## config.mk

```make
export PLATFORM = sky130hd
export DESIGN_NAME = ysyx_23060124_ifu
export DESIGN_NICKNAME = d
export VERILOG_FILES = /design/src/rtl/ysyx_23060124_ifu.sv
export SDC_FILE = /design/constraint.sdc
export NUM_CORES = 1
export LEC_CHECK = 0
export BUFFER_PORTS_ARGS = -buffer_cell sky130_fd_sc_hd__buf_2
export CAP_MARGIN = 15
export CELL_PAD_IN_SITES_DETAIL_PLACEMENT = 0
export CELL_PAD_IN_SITES_GLOBAL_PLACEMENT = 1
export CORE_MARGIN = 1
export CORE_UTILIZATION = 39
export CTS_CLUSTER_DIAMETER = 40
export DETAILED_ROUTE_END_ITERATION = 6
export PLACE_DENSITY_LB_ADDON = 0.08
export SLEW_MARGIN = 40
export SYNTH_ARGS = -nofsm -noshare
export SYNTH_HDL_FRONTEND = slang
export SYNTH_SLANG_ARGS = --single-unit
export TNS_END_PERCENT = 30
```

## constraint.sdc

```tcl
create_clock -name clock -period 3.1 [get_ports clock]
set_input_delay 0.465 -clock clock [delete_from_list [all_inputs] [get_ports clock]]
set_output_delay 0.465 -clock clock [all_outputs]
set_load 0.05 [all_outputs]
```

## src/rtl/ysyx_23060124_ifu.sv

```systemverilog
// Instruction fetch unit: one AXI4-Lite read at a time, with redirect handling that
// lets an in-flight transaction finish and then drops its response.
module ysyx_23060124_ifu #(
    parameter logic [31:0] RESET_PC = 32'h3000_0000
) (
    input  logic        clock,
    input  logic        reset,
    output logic [31:0] ifu_araddr,
    output logic        ifu_arvalid,
    input  logic        ifu_arready,
    input  logic [31:0] ifu_rdata,
    input  logic [1:0]  ifu_rresp,
    input  logic        ifu_rvalid,
    output logic        ifu_rready,
    input  logic        i_redirect_valid,
    input  logic [31:0] i_redirect_pc,
    output logic [31:0] o_ins,
    output logic [31:0] o_pc,
    output logic        o_fetch_err,
    output logic        o_valid,
    input  logic        i_ready
);

    typedef enum logic [1:0] {S_IDLE, S_AR, S_R, S_OUT} state_t;

    state_t      r_state, w_state_nxt;
    logic [31:0] r_pc, w_pc_nxt;
    logic [31:0] r_araddr, w_araddr_nxt;
    logic        r_kill, w_kill_nxt;
    logic        w_capture;
    logic [31:0] r_ins, r_opc;
    logic        r_err;

    always_comb begin
        w_state_nxt = r_state;
        w_pc_nxt    = r_pc;
        w_kill_nxt  = r_kill;
        w_capture   = 1'b0;
        case (r_state)
            S_IDLE: w_state_nxt = S_AR;
            S_AR: if (ifu_arready) w_state_nxt = S_R;
            S_R: begin
                if (ifu_rvalid) begin
                    if (r_kill || i_redirect_valid) begin
                        w_state_nxt = S_AR;
                        w_kill_nxt  = 1'b0;
                    end else begin
                        w_state_nxt = S_OUT;
                        w_capture   = 1'b1;
                    end
                end
            end
            S_OUT: begin
                if (i_redirect_valid || i_ready) begin
                    w_state_nxt = S_AR;
                    w_pc_nxt    = r_pc + 32'd4;
                end
            end
            default: w_state_nxt = S_IDLE;
        endcase
        // Redirect overrides pc; a transaction already on the bus is marked for discard.
        if (i_redirect_valid) begin
            w_pc_nxt = {i_redirect_pc[31:2], 2'b00};
            if (r_state == S_AR || (r_state == S_R && !ifu_rvalid))
                w_kill_nxt = 1'b1;
        end
        // araddr is only reloaded on entry to AR, so it stays put while arvalid waits.
        w_araddr_nxt = (w_state_nxt == S_AR && r_state != S_AR) ? w_pc_nxt : r_araddr;
    end

    always_ff @(posedge clock) begin
        if (!reset) begin
            r_state  <= S_IDLE;
            r_pc     <= RESET_PC;
            r_araddr <= RESET_PC;
            r_kill   <= 1'b0;
            r_ins    <= '0;
            r_opc    <= '0;
            r_err    <= 1'b0;
        end else begin
            r_state  <= w_state_nxt;
            r_pc     <= w_pc_nxt;
            r_araddr <= w_araddr_nxt;
            r_kill   <= w_kill_nxt;
            if (w_capture) begin
                r_ins <= ifu_rdata;
                r_opc <= r_pc;
                r_err <= (ifu_rresp != 2'b00);
            end
        end
    end

    assign ifu_araddr  = r_araddr;
    assign ifu_arvalid = (r_state == S_AR);
    assign ifu_rready  = (r_state == S_R);
    assign o_valid     = (r_state == S_OUT);
    assign o_ins       = r_ins;
    assign o_pc        = r_opc;
    assign o_fetch_err = r_err;

endmodule

```

==> qor.txt, run 1 <==
final hold vios - 0
reg2reg start - r_state[0]
vias in the first global route - 5093
Root Driver - clkbuf_16
Worst path depth - 5
post_cts resized - 0
Hold Path Cell Cnt - 3
PwrDens - 596 nW/um^2
WHS - 288 ps
clock power share - 43.4%
fin crit period - 2330 ps
Pins Over Slew Limit - 0
sequential area share after synthesis - 48.2%
clk_lat worst skew - 410 ps
aggregate global routing overflow - 0
run status - finished clean
router iterations before antenna repair - 4
first-pass GRT wire length - 25.2 mm
Crit Path Category - reg2reg
clk sinks - 132
Area contributors post-synth - dfxtp_1 48%, nand2_1 11%, a21oi_1 8.4%
most common library cells after synthesis - 168 x nand2_1, 132 x dfxtp_1, 92 x a21oi_1
cells on worst reg2reg path - 5
Tot GR Track Use - 22.2%
share of the synthesized area in the top cell type - 48.2%
die area - 14500 sq um
top-count cell post-synth - nand2_1
die width - 121 um
DRT iter0 DRCs - 291
CTS tree - done
reg2reg end - ifu_araddr[25]
WP data required - 3430 ps
Core Footprint - 13500 sq um
DRC Markers - 0
flop-to-flop setup slack - 770 ps
CP peak stage delay - 640 ps
H-tree depth - 4
area of the multi-input gates - 2620 sq um
ys async rst share - 0%
Cell Area, Placed - 6460 sq um
initial antenna violation count - 1
Unique masters post-synth - 58
area grow syn2layout - 27.6%
I/O Pins - 172
Crit. End Element - flip-flop
Switch Pwr - 1.12 mW
top achievable clock speed - 0.430 GHz
Final Skew - 5.55 ps
die height - 121 um
final worst path period share - 75.1%
Post-synth top flop - dfxtp_1
WL/cell - 15.2 um
area leader, netlist - dfxtp_1
Rows - 42
Synth warnings - 0
pre-CTS setup slack - 609 ps
largest net degree at the start of global routing - 97
VDD IR max - 386 uV
combinational power share - 12.4%
Syn Area/Cell - 8.07 sq um
initial core utilization - 40.6%
layout cells sized above 1 - 27.0%
routability cong. - 0.812
Pint - 3.05 mW
final setup violating endpoints - 0
DP HPWL - 10.7 mm
number of post-CTS setup repair buffers - 0
WP data arrival - 2660 ps
hold crit path type - in2reg
post-route cell area - 7000 sq um
crit-path max FO - 11
via count - 5313
Post-Syn Area - 5490 sq um
WL final - 15.5 mm
highest-delay cell along the critical path - or4_1
switching share of power - 26.9%
flops & latches, synth - 132
actual slew at the worst max-slew pin - 738 ps
fill count - 1339
Num CTS Buffers - 17
final worst slack - 772 ps
PortBufs - 169
syn nets - 753
Worst setup SP type - flip-flop
Slew headroom - 50.6%
Flop pwr share - 44.2%
number of max-cap violations - 0
EDFF count, synth - 0
Antenna Nets Post-Route - 0
Post-Synthesis Cells - 680
Max clock buf depth - 2
hold path start - ifu_rdata[28]
post-layout util - 51.8%
fin nets - 901
worst path cell trace - o211ai_4 > or4_1 > nor4_1 > mux2_2 > a31oi_1
Leakage - 2.89 nW
unrepaired setup endpoints after global routing - no
vias per cell - 5.22
Hold Buf Count CTS - 0
FF/Latch Area - 2640 sq um
Hold EP - o_ins[28]
crit-path leading delay family - simple AND/OR/NAND/NOR gates
CP Buf/Inv Count - 0
Worst-path clk slew - 60 ps
total negative slack - 0 ps
## logic make-up (layout without fill, tap and decap cells)
family | Yosys count | count (layout) | synth area share, %
fa+ha+maj | 1 | 1 | 0.228
buf+inv | 57 | 218 | 4.31
other cells | 0 | 1 | 0
xor+xnor | 16 | 16 | 2.55
compound gates | 176 | 176 | 19.0
flops | 132 | 132 | 48.2
simple gates | 294 | 294 | 25.0
mux | 4 | 4 | 0.752
## worst max path at each step
stage,start,end,slack (ps)
floorplan,r_state[0],ifu_araddr[3],970
global placement,i_redirect_valid,ifu_araddr[25],660
detailed placement,i_redirect_valid,r_pc[23],610
CTS,r_state[0],ifu_araddr[25],760
finish,r_state[0],ifu_araddr[25],770
global route,r_state[0],r_pc[23],620
## through the flow
step / instances / total power, mW
global placement: 985 / 2.39
finish: 1018 / 4.17
floorplan: 680 / 2.23
CTS: 1017 / 4.21
detailed placement: 985 / 2.40
global route: 1017 / 4.34
## cells in the final DEF, fill, tap and decap left out, types with 3 or more instances in the layout
| cell type | Yosys | final |
|---|---|---|
| buf_4 | 2 | 10 |
| a31oi_1 | 4 | 4 |
| nor2_1 | 33 | 33 |
| clkbuf_8 | 0 | 5 |
| a21o_1 | 3 | 3 |
| mux2i_1 | 3 | 3 |
| dfxtp_1 | 132 | 132 |
| nand4_1 | 8 | 8 |
| o21ai_0 | 33 | 33 |
| o211ai_1 | 3 | 3 |
| or3_1 | 4 | 4 |
| nand3_1 | 24 | 23 |
| and4_1 | 3 | 3 |
| a21oi_1 | 92 | 92 |
| xnor2_1 | 10 | 10 |
| nor3_1 | 18 | 18 |
| and2_1 | 3 | 3 |
| and3_1 | 6 | 5 |
| buf_2 | 6 | 169 |
| nor3_2 | 4 | 4 |
| clkinv_2 | 0 | 4 |
| nand2_1 | 168 | 168 |
| xor2_1 | 6 | 6 |
| clkbuf_1 | 33 | 6 |
| o31ai_1 | 12 | 12 |
| nand2b_1 | 3 | 3 |
| nor4_1 | 6 | 6 |
| o31a_1 | 3 | 3 |
| o21a_1 | 8 | 8 |
| inv_1 | 4 | 4 |
| clkbuf_16 | 0 | 17 |
## worst min-delay path, stage by stage
cell	delay (ps)
buf_2	90
nand2_1	40
a21oi_1	50
## state kept, by name (all words and copies together) (netlist names)
register and count:
o_pc 32, o_ins 32, r_state 2, r_pc 32, o_fetch_err 1, r_kill 1, ifu_araddr 32
## final cells by class
cell class | count | share of cell area, %
Sequential cell | 132 | 37.7
Inverter | 5 | 0.268
Clock buffer | 28 | 7.38
Clock inverter | 4 | 0.286
Antenna cell | 1 | 0.0357
Timing Repair Buffer | 181 | 13.7
Multi-Input combinational cell | 491 | 37.4
Tap cell | 176 | 3.15
## layer usage
layer  up-vias  GRT usage (%)  part of all wire [%]
li1       2657              -                     -
met1      2503           27.7                    46
met2       136           36.6                    47
met3        15           6.27                   5.8
met4         2           7.87                   1.2
met5         -              0                 0.084
## power by group through the flow
stage / combinational (mW) / sequential, mW / clock [mW]
floorplan: 0.211 / 2.02 / 0
global route: 0.562 / 1.85 / 1.93
finish: 0.518 / 1.84 / 1.81
global placement: 0.513 / 1.88 / 0
detailed placement: 0.520 / 1.88 / 0
CTS: 0.521 / 1.84 / 1.85
No activity file was read; power rests on OpenSTA's default activity.
==> run 2: changes to the inputs <==
--- a/config.mk
+++ b/config.mk
@@ -5,12 +5,13 @@
 export SDC_FILE = /design/constraint.sdc
 export NUM_CORES = 1
 export LEC_CHECK = 0
+export ABC_AREA = 1
 export BUFFER_PORTS_ARGS = -buffer_cell sky130_fd_sc_hd__buf_2
 export CAP_MARGIN = 15
 export CELL_PAD_IN_SITES_DETAIL_PLACEMENT = 0
 export CELL_PAD_IN_SITES_GLOBAL_PLACEMENT = 1
 export CORE_MARGIN = 1
-export CORE_UTILIZATION = 39
+export CORE_UTILIZATION = 36
 export CTS_CLUSTER_DIAMETER = 40
 export DETAILED_ROUTE_END_ITERATION = 6
 export PLACE_DENSITY_LB_ADDON = 0.08
==> constraint.sdc (replaced) <==
create_clock -name clock -period 2.35 [get_ports clock]
set_input_delay 0.3525 -clock clock [delete_from_list [all_inputs] [get_ports clock]]
set_output_delay 0.3525 -clock clock [all_outputs]
set_load 0.05 [all_outputs]
==> qor.txt, run 2 <==
Most Frequent Cell on Critical Path - nand3_1
Worst setup SP type - flip-flop
routability cong. - 0.823
area leader, netlist - dfxtp_1
area grow syn2layout - 29.8%
crit-path max FO - 6
die width - 128 um
first-pass GRT wire length - 26.8 mm
Area contributors post-synth - dfxtp_1 46%, nand2_1 11%, nor2_1 9.1%
Pins Over Slew Limit - 0
aggregate global routing overflow - 0
DRT iter0 DRCs - 272
die height - 128 um
Post-Synthesis Cells - 833
Inserted Diodes - 0
Final Skew - 6.05 ps
VDD IR max - 522 uV
WP data arrival - 2230 ps
Root Driver - clkbuf_16
worst path cell trace - ha_1 > inv_1 > nor2_2 > nand3_1 > nor2_1 > nand3_1 > nand3_1 > nand3_1 > nand2_1 > inv_1
hold path start - ifu_rdata[23]
sequential area share after synthesis - 46.4%
post-layout util - 48.3%
fill count - 1666
Num CTS Buffers - 17
final setup violating endpoints - 0
CTS tree - done
Rows - 45
total negative slack - 0 ps
I/O Pins - 172
WHS - 159 ps
Post-Syn Area - 5690 sq um
Slew headroom - 54.7%
Total Power - 6.21 mW
number of max-cap violations - 0
clk sinks - 132
H-tree depth - 4
Crit. End Element - flip-flop
router iterations before antenna repair - 4
share of the synthesized area in the top cell type - 46.4%
Cell Area, Placed - 6740 sq um
cells on worst reg2reg path - 10
Tot GR Track Use - 21.0%
fin nets - 1067
most common cell after layout, fill and taps aside - buf_2
Antenna Nets Post-Route - 0
WL/cell - 13.5 um
highest-count cells in the layout ignoring fill and taps - 169 x buf_2, 160 x nand2_1, 138 x nor2_1, 132 x dfxtp_1, 102 x inv_1
unrepaired setup endpoints after global routing - no
initial antenna violation count - 1
layout cells sized above 1 - 22.7%
hold crit path type - in2reg
ys async rst share - 0%
actual slew at the worst max-slew pin - 680 ps
Leakage - 3.70 nW
WP data required - 2660 ps
top achievable clock speed - 0.521 GHz
Crit Path Category - reg2reg
final hold vios - 0
PwrDens - 841 nW/um^2
crit-path leading delay family - simple AND/OR/NAND/NOR gates
syn nets - 906
number of post-CTS setup repair buffers - 0
clk_lat worst skew - 410 ps
fin crit period - 1920 ps
Core Footprint - 15300 sq um
DP HPWL - 11.6 mm
flop-to-flop setup slack - 430 ps
Hold Path Cell Cnt - 3
run status - finished clean
most common library cells after synthesis - 160 x nand2_1, 138 x nor2_1, 132 x dfxtp_1
Synth warnings - 0
highest-delay cell along the critical path - dfxtp_1
reg2reg start - r_pc[3]
Unique masters post-synth - 29
post_cts resized - 0
DRC Markers - 0
Hold EP - o_ins[23]
die area - 16300 sq um
top-count cell post-synth - nand2_1
Worst path depth - 10
PortBufs - 169
post-route cell area - 7390 sq um
EDFF count, synth - 0
final worst path period share - 81.6%
Max clock buf depth - 2
Post-synth top flop - dfxtp_1
Hold Buf Count CTS - 0
initial core utilization - 37.2%
CP peak stage delay - 410 ps
vias per cell - 4.53
WL final - 16.5 mm
CP Buf/Inv Count - 2
via count - 5516
flops & latches, synth - 132
Syn Area/Cell - 6.84 sq um
reg2reg end - ifu_araddr[30]
Worst-path clk slew - 60 ps
vias in the first global route - 5359
largest net degree at the start of global routing - 70
[run 2: worst max path at each step]
| stage | end | from |
|---|---|---|
| finish | ifu_araddr[30] | r_pc[3] |
| global route | ifu_araddr[22] | r_pc[3] |
| CTS | ifu_araddr[30] | r_pc[3] |
| detailed placement | ifu_araddr[30] | r_pc[3] |
| global placement | ifu_araddr[31] | i_redirect_valid |
| floorplan | o_fetch_err | r_state[1] |
[run 2: stage by stage]
stage / setup slack (ps) / cells
2_1_floorplan: 515 / 833
3_3_place_gp: 436 / 1186
3_5_place_dp: 404 / 1186
4_1_cts: 378 / 1218
5_1_grt: 195 / 1218
6_report: 432 / 1218
[run 2: cell type report]
class | instances | area, sq um | area share [%]
well taps | 211 | 264 | 3.57
repair buffers | 183 | 976 | 13.2
inverters | 106 | 398 | 5.38
flip-flops and latches | 132 | 2640 | 35.8
multi-input cells | 554 | 2460 | 33.3
clock inverters | 14 | 208 | 2.81
clock buffers | 18 | 439 | 5.94
[run 2: routing by layer]
metal	track usage [%]	routed length, um	up-vias
li1	-	-	2959
met1	26.3	7650	2404
met2	35.2	7700	133
met3	5.43	918	18
met4	6.71	218	2
met5	0	10	-
[run 2: cells by family after synthesis]
logic type | after synthesis | share of synthesized area, %
and+or+nand+nor | 389 | 28.3
DFF | 132 | 46.4
buffers and inverters | 147 | 10.4
AOI/OAI and AO/OA | 162 | 14.4
xor gates and xnor gates | 2 | 0.308
adders and majority gates | 1 | 0.220
[run 2: report_power, final]
part | switching (mW) | internal [mW] | leakage, nW | total [mW]
combinational | 0.633 | 0.240 | 2.30 | 0.874
sequential | 0.0721 | 2.35 | 1.08 | 2.43
clock | 1.01 | 1.91 | 0.316 | 2.91
[run 2: worst register-to-register path, stage by stage, from the launching register on]
cell and delay [ps]:
dfxtp_1 410, ha_1 200, inv_1 60, nor2_2 240, nand3_1 160, nor2_1 330, nand3_1 120, nand3_1 140
nand3_1 80, nand2_1 70, inv_1 30
